## src/rtl/mul_seq_ctrl_pkg.sv

```systemverilog
// Shared widths, FSM encodings and the full-adder cell
// for the sequential shift-add multiplier.
package mul_seq_ctrl_pkg;

    localparam int DATA_BUS_WIDTH = 32;
    localparam int MUL_CNT_W      = 5;

    localparam logic [1:0] MUL_IDLE = 2'd0;
    localparam logic [1:0] MUL_BUSY = 2'd1;
    localparam logic [1:0] MUL_DONE = 2'd2;

    // Returns {carry_out, sum} of one full-adder cell.
    function automatic logic [1:0] full_adder(
        input logic a,
        input logic b,
        input logic ci
    );
        logic s;
        logic co;
        s  = a ^ b ^ ci;
        co = (a & b) | (ci & (a ^ b));
        return {co, s};
    endfunction

endpackage

```

## src/rtl/mul_seq_ctrl_rca.sv

```systemverilog
// W-bit ripple-carry adder built from a chain of
// full-adder cells; the multiplier's only adder.
module rca
    import mul_seq_ctrl_pkg::*;
#(
    parameter int W = DATA_BUS_WIDTH
) (
    input  logic [W-1:0] a_i,
    input  logic [W-1:0] b_i,
    input  logic         cin_i,
    output logic [W-1:0] sum_o,
    output logic         cout_o
);

    always_comb begin
        logic       c;
        logic [1:0] r;
        c     = cin_i;
        r     = '0;
        sum_o = '0;
        for (int i = 0; i < W; i++) begin
            r        = full_adder(a_i[i], b_i[i], c);
            sum_o[i] = r[0];
            c        = r[1];
        end
        cout_o = c;
    end

endmodule

```

## src/rtl/mul_seq_ctrl.sv

```systemverilog
// Sequential shift-add multiplier for the EX stage:
// one adder iteration per cycle, start/busy/valid handshake.
module mul_seq_ctrl
    import mul_seq_ctrl_pkg::*;
#(
    parameter int WIDTH = DATA_BUS_WIDTH,
    parameter int CNT_W = MUL_CNT_W
) (
    input  logic             clk,
    input  logic             rst,
    input  logic             flush,
    input  logic             start,
    input  logic             sign_mode,
    input  logic [WIDTH-1:0] op1,
    input  logic [WIDTH-1:0] op2,
    output logic             busy,
    output logic             out_valid,
    output logic [WIDTH-1:0] result_hi,
    output logic [WIDTH-1:0] result_lo
);

    localparam int PW = 2 * WIDTH;

    logic [1:0]       state_q, state_d;
    logic [CNT_W-1:0] cnt_q, cnt_d;
    logic [WIDTH-1:0] mcand_q, mcand_d;
    logic [WIDTH-1:0] acc_hi_q, acc_hi_d;
    logic [WIDTH-1:0] acc_lo_q, acc_lo_d;
    logic             neg_q, neg_d;
    logic [WIDTH-1:0] res_hi_q, res_hi_d;
    logic [WIDTH-1:0] res_lo_q, res_lo_d;

    logic [WIDTH-1:0] op1_mag;
    logic [WIDTH-1:0] op2_mag;
    logic [WIDTH-1:0] addend;
    logic [WIDTH-1:0] sum;
    logic             acc_c;
    logic [PW-1:0]    acc_nxt;
    logic [PW-1:0]    prod;

    // -2^(W-1) maps to 2^(W-1), which fits unsigned W bits.
    assign op1_mag = (sign_mode && op1[WIDTH-1])
                   ? (~op1 + WIDTH'(1)) : op1;
    assign op2_mag = (sign_mode && op2[WIDTH-1])
                   ? (~op2 + WIDTH'(1)) : op2;

    assign addend = acc_lo_q[0] ? mcand_q : '0;

    rca #(
        .W(WIDTH)
    ) u_rca (
        .a_i   (acc_hi_q),
        .b_i   (addend),
        .cin_i (1'b0),
        .sum_o (sum),
        .cout_o(acc_c)
    );

    // {acc_c, sum, acc_lo} >> 1: the carry lands in the top bit.
    assign acc_nxt = {acc_c, sum, acc_lo_q[WIDTH-1:1]};
    assign prod    = neg_q ? (~acc_nxt + PW'(1)) : acc_nxt;

    always_comb begin
        state_d  = state_q;
        cnt_d    = cnt_q;
        mcand_d  = mcand_q;
        acc_hi_d = acc_hi_q;
        acc_lo_d = acc_lo_q;
        neg_d    = neg_q;
        res_hi_d = res_hi_q;
        res_lo_d = res_lo_q;
        unique case (state_q)
            MUL_IDLE: begin
                if (start) begin
                    mcand_d  = op1_mag;
                    acc_lo_d = op2_mag;
                    acc_hi_d = '0;
                    cnt_d    = '0;
                    neg_d    = sign_mode
                             & (op1[WIDTH-1] ^ op2[WIDTH-1]);
                    state_d  = MUL_BUSY;
                end
            end
            MUL_BUSY: begin
                acc_hi_d = acc_nxt[PW-1:WIDTH];
                acc_lo_d = acc_nxt[WIDTH-1:0];
                cnt_d    = cnt_q + CNT_W'(1);
                if (cnt_q == CNT_W'(WIDTH - 1)) begin
                    res_hi_d = prod[PW-1:WIDTH];
                    res_lo_d = prod[WIDTH-1:0];
                    state_d  = MUL_DONE;
                end
            end
            MUL_DONE: begin
                state_d = MUL_IDLE;
            end
            default: begin
                state_d = MUL_IDLE;
            end
        endcase
        // Abort beats everything, including a same-cycle start.
        if (flush) begin
            state_d  = MUL_IDLE;
            cnt_d    = '0;
            mcand_d  = mcand_q;
            acc_hi_d = acc_hi_q;
            acc_lo_d = acc_lo_q;
            neg_d    = neg_q;
            res_hi_d = res_hi_q;
            res_lo_d = res_lo_q;
        end
    end

    always_ff @(posedge clk or posedge rst) begin
        if (rst) begin
            state_q  <= MUL_IDLE;
            cnt_q    <= '0;
            mcand_q  <= '0;
            acc_hi_q <= '0;
            acc_lo_q <= '0;
            neg_q    <= 1'b0;
            res_hi_q <= '0;
            res_lo_q <= '0;
        end else begin
            state_q  <= state_d;
            cnt_q    <= cnt_d;
            mcand_q  <= mcand_d;
            acc_hi_q <= acc_hi_d;
            acc_lo_q <= acc_lo_d;
            neg_q    <= neg_d;
            res_hi_q <= res_hi_d;
            res_lo_q <= res_lo_d;
        end
    end

    assign busy      = (state_q != MUL_IDLE);
    assign out_valid = (state_q == MUL_DONE);
    assign result_hi = res_hi_q;
    assign result_lo = res_lo_q;

endmodule

```

## config.mk

```make
export PLATFORM = sky130hd
export DESIGN_NAME = mul_seq_ctrl
export DESIGN_NICKNAME = d
export VERILOG_FILES = /design/src/rtl/mul_seq_ctrl_pkg.sv /design/src/rtl/mul_seq_ctrl_rca.sv /design/src/rtl/mul_seq_ctrl.sv
export SDC_FILE = /design/constraint.sdc
export NUM_CORES = 1
export LEC_CHECK = 0
export BUFFER_PORTS_ARGS = -buffer_cell sky130_fd_sc_hd__buf_2
export CORE_MARGIN = 2
export CORE_UTILIZATION = 60
export DETAILED_ROUTE_END_ITERATION = 7
export GPL_ROUTABILITY_DRIVEN = 0
export GPL_TIMING_DRIVEN = 0
export PLACE_DENSITY_LB_ADDON = 0.1
export SLEW_MARGIN = 20
export SYNTH_ARGS = -nofsm -noshare
export SYNTH_HDL_FRONTEND = slang
export SYNTH_SLANG_ARGS = --single-unit
```

## constraint.sdc

```tcl
create_clock -name clk -period 22.7 [get_ports clk]
set_input_delay 1.135 -clock clk [delete_from_list [all_inputs] [get_ports clk]]
set_output_delay 1.135 -clock clk [all_outputs]
set_load 0.01 [all_outputs]
```

==> results.txt <==
PostCTS Resize Cnt: 0
register area share after synthesis: 0.413
mux cell area share after synthesis: 0.00405
Tot GR Track Use: 0.305
Final min period: 13.87 ns
DRC viols: 0
post-synthesis cell area: 10200 µm²
post-route clock period utilization: 0.611
# diodes: 0
Netlist cell types: 62
FMAX: 72.1 MHz
Via-to-Cell Ratio: 5.89
Die Y-Extent: 134 µm
largest net degree at the start of global routing: 107
main flop type after synthesis: dfrtp_1
global route total overflow: 0
initial core utilization: 0.614
status: completed
CTS H-tree lvls: 4
Post-Synth Adder-Cell Area: 0.0683
Routed WL: 26600 µm
cts bufs inserted: 17
Synth Area in Simple Gates: 0.196
P per Cell Area: 109 nW/µm²
fillers: 1324
number of synthesized flops with an enable pin: 0
Setup crit start kind: flop
number of max-cap violations: 0
Post-Syn Area per Cell: 8.90 µm²
Leakage: 5.11 nW
Slew Viols, Final: 0
xor/xnor share of the synthesized area: 0.0980
headroom to the max-slew limit: 0.350
setup_tns: 0 ns
worst hold path type: flop to flop
Critical Path Max Stage Delay: 0.52 ns
Util after Layout: 0.710
initial antenna violation count: 0
Clock Path Buffers: 2
Worst path slowest cell: fa_1
Mapped Cells: 1144
Yosys warning count: 0
main combinational cell family by area after synthesis: simple AND/OR/NAND/NOR gates
CTS sink cnt: 168
post-synthesis compound-gate area fraction: 0.173
# Post-CTS Setup Buffers: 0
Ports: 135
Clock Tree Root: clkbuf_16
RSZ-0062 raised after global routing: no
most frequent CP cell: fa_1
die footprint: 18000 µm²
Async SR Flop Fraction: 1.00
core area: 16600 µm²
clk slew on worst S/H paths: 0.06 ns
worst-margin pin slew: 0.968 ns
#FFs+latches synth: 168
CTS tree: yes
clock skew: 0.00693 ns
Worst VDD drop: 0.0687 mV
IO Port Bufs: 134
Syn-to-layout area delta: 15.7%
die width: 134 µm
Worst-Skew Late Latency: 0.44 ns
Final HPWL DP: 20200 µm
DR iter-0 viols: 755
Post-CTS Hold Fix Bufs: 0
WL per Instance: 17.4 µm
CP Capture Type: flop
first-pass iteration count of the detailed router: 5
Final Hold Viols: 0
first-pass GRT wire length: 43400 µm
placement row count: 47
vias in the first global route: 8428
worst endpoint required time: 23.02 ns
layout cells sized above 1: 0.159
Setup Crit Path Kind: flop to flop
synthesized net count: 1250
Max Fanout on Critical Path: 10
via count: 9015
Final setup viols: 0
Layout Nets: 1404
CP arrival: 14.19 ns
ANT nets after route: 0
[registers in the layout (all words and copies together) (netlist names)]
signal     count
acc_hi_q      32
acc_lo_q      32
cnt_q          5
mcand_q       32
neg_q          1
result_hi     32
result_lo     32
state_q        2
[worst max-delay path: cells and delay by family (launching register included)]
kind / cells / cell delay, ns
buffers and inverters: 2 / 0.42
and+or+nand+nor: 4 / 0.78
DFF: 1 / 0.44
adders and majority gates: 31 / 12.12
[cell type report]
cell class,count,area [µm²],share of cell area
Buffer,67,288,0.0244
Inverter,51,199,0.0169
Multi-Input combinational cell,858,5500,0.467
Sequential cell,168,4200,0.357
Timing Repair Buffer,135,698,0.0593
Clock buffer,21,470,0.0399
Tap cell,220,275,0.0234
Clock inverter,11,146,0.0124
[final timing paths]
| path | from | endpoint | slack (ns) | depth (start not counted) |
|---|---|---|---|---|
| worst min-delay path | result_lo[9]$_DFFE_PP0P_ | result_lo[9]$_DFFE_PP0P_ | 0.47 | 2 |
| max in group asynchronous | rst | neg_q$_DFFE_PP0P_ | 21.11 | 3 |
| min in group asynchronous | rst | result_lo[10]$_DFFE_PP0P_ | 0.71 | 2 |
| worst max register to register | acc_lo_q[0]$_DFFE_PP0P_ | result_hi[31]$_DFFE_PP0P_ | 8.83 | 37 |
| worst max-delay path | acc_lo_q[0]$_DFFE_PP0P_ | result_hi[31]$_DFFE_PP0P_ | 8.83 | 37 |
| worst min register to register | result_lo[9]$_DFFE_PP0P_ | result_lo[9]$_DFFE_PP0P_ | 0.47 | 2 |
[cells in the mapped netlist, types with 5 or more instances]
cell	number	share of area
inv_1	51	0.019
nand3_1	15	0.0074
and2_1	8	0.0049
or2_2	5	0.0031
o22ai_1	32	0.020
o31ai_1	25	0.018
ha_1	6	0.0074
dfrtp_1	168	0.41
o21ai_1	7	0.0034
nor2_1	61	0.022
clkbuf_1	49	0.018
and3_1	7	0.0043
nor3_1	23	0.011
o21ai_0	154	0.076
nand4_1	18	0.011
xnor2_1	60	0.052
a31oi_1	11	0.0068
xor2_1	54	0.046
a21oi_1	39	0.019
buf_1	8	0.0029
nor4_1	11	0.0068
fa_1	31	0.061
or4_1	8	0.0059
nand2_1	196	0.072
or3_1	16	0.0098
[stage by stage]
step	instances	total power, mW	instance area, µm²	worst slack, ns	hold slack, ns
after floorplan	1144	0.815	10200	9.62	0.442
after global placement	1498	0.955	11100	9.01	0.456
after detailed placement	1499	0.971	11200	8.92	0.465
after CTS	1531	1.28	11800	8.87	0.479
after global routing	1531	1.36	11800	8.26	0.488
final	1531	1.29	11800	8.83	0.473
[metal layers]
metal | wire, µm | track usage
met1 | 12800 | 0.473
met2 | 11400 | 0.445
met3 | 1940 | 0.0484
met4 | 492 | 0.0895
met5 | 0 | 0
[cells in the final DEF, fill, tap and decap left out, types with 4 or more instances in the layout]
cell type / count
or4_1: 8
nand2_1: 196
fa_1: 31
nor3_1: 23
nor2_1: 61
or3_1: 16
o31ai_1: 25
and2_1: 8
a22o_1: 4
clkbuf_1: 50
nand3_1: 15
or2_2: 5
nor4_1: 11
xnor2_1: 60
o41ai_1: 4
nand4_1: 18
buf_2: 138
a21oi_1: 39
dfrtp_1: 168
o22ai_1: 32
a31oi_1: 11
xor2_1: 54
nand2b_1: 4
o21ai_0: 154
nor4_4: 4
and3_1: 7
o21ai_1: 7
inv_1: 50
clkbuf_16: 17
buf_1: 8
o221ai_1: 4
ha_1: 6
o41ai_2: 4
[logic make-up (layout without fill, tap and decap cells)]
| kind of cell | after synthesis | in the layout |
|---|---|---|
| AOI/OAI and AO/OA | 299 | 299 |
| xor gates and xnor gates | 114 | 114 |
| adders and majority gates | 37 | 37 |
| buffers and inverters | 118 | 285 |
| DFF | 168 | 168 |
| muxes | 4 | 4 |
| and+or+nand+nor | 404 | 404 |
[where the power goes]
part           internal (mW)  total (mW)  leakage (nW)  switching (mW)
registers              0.362       0.417          2.22          0.0552
logic                  0.210       0.567          2.59           0.357
clock network          0.182       0.304         0.299           0.122
total                  0.754        1.29          5.11           0.534
(Power assumes the default switching activity.)
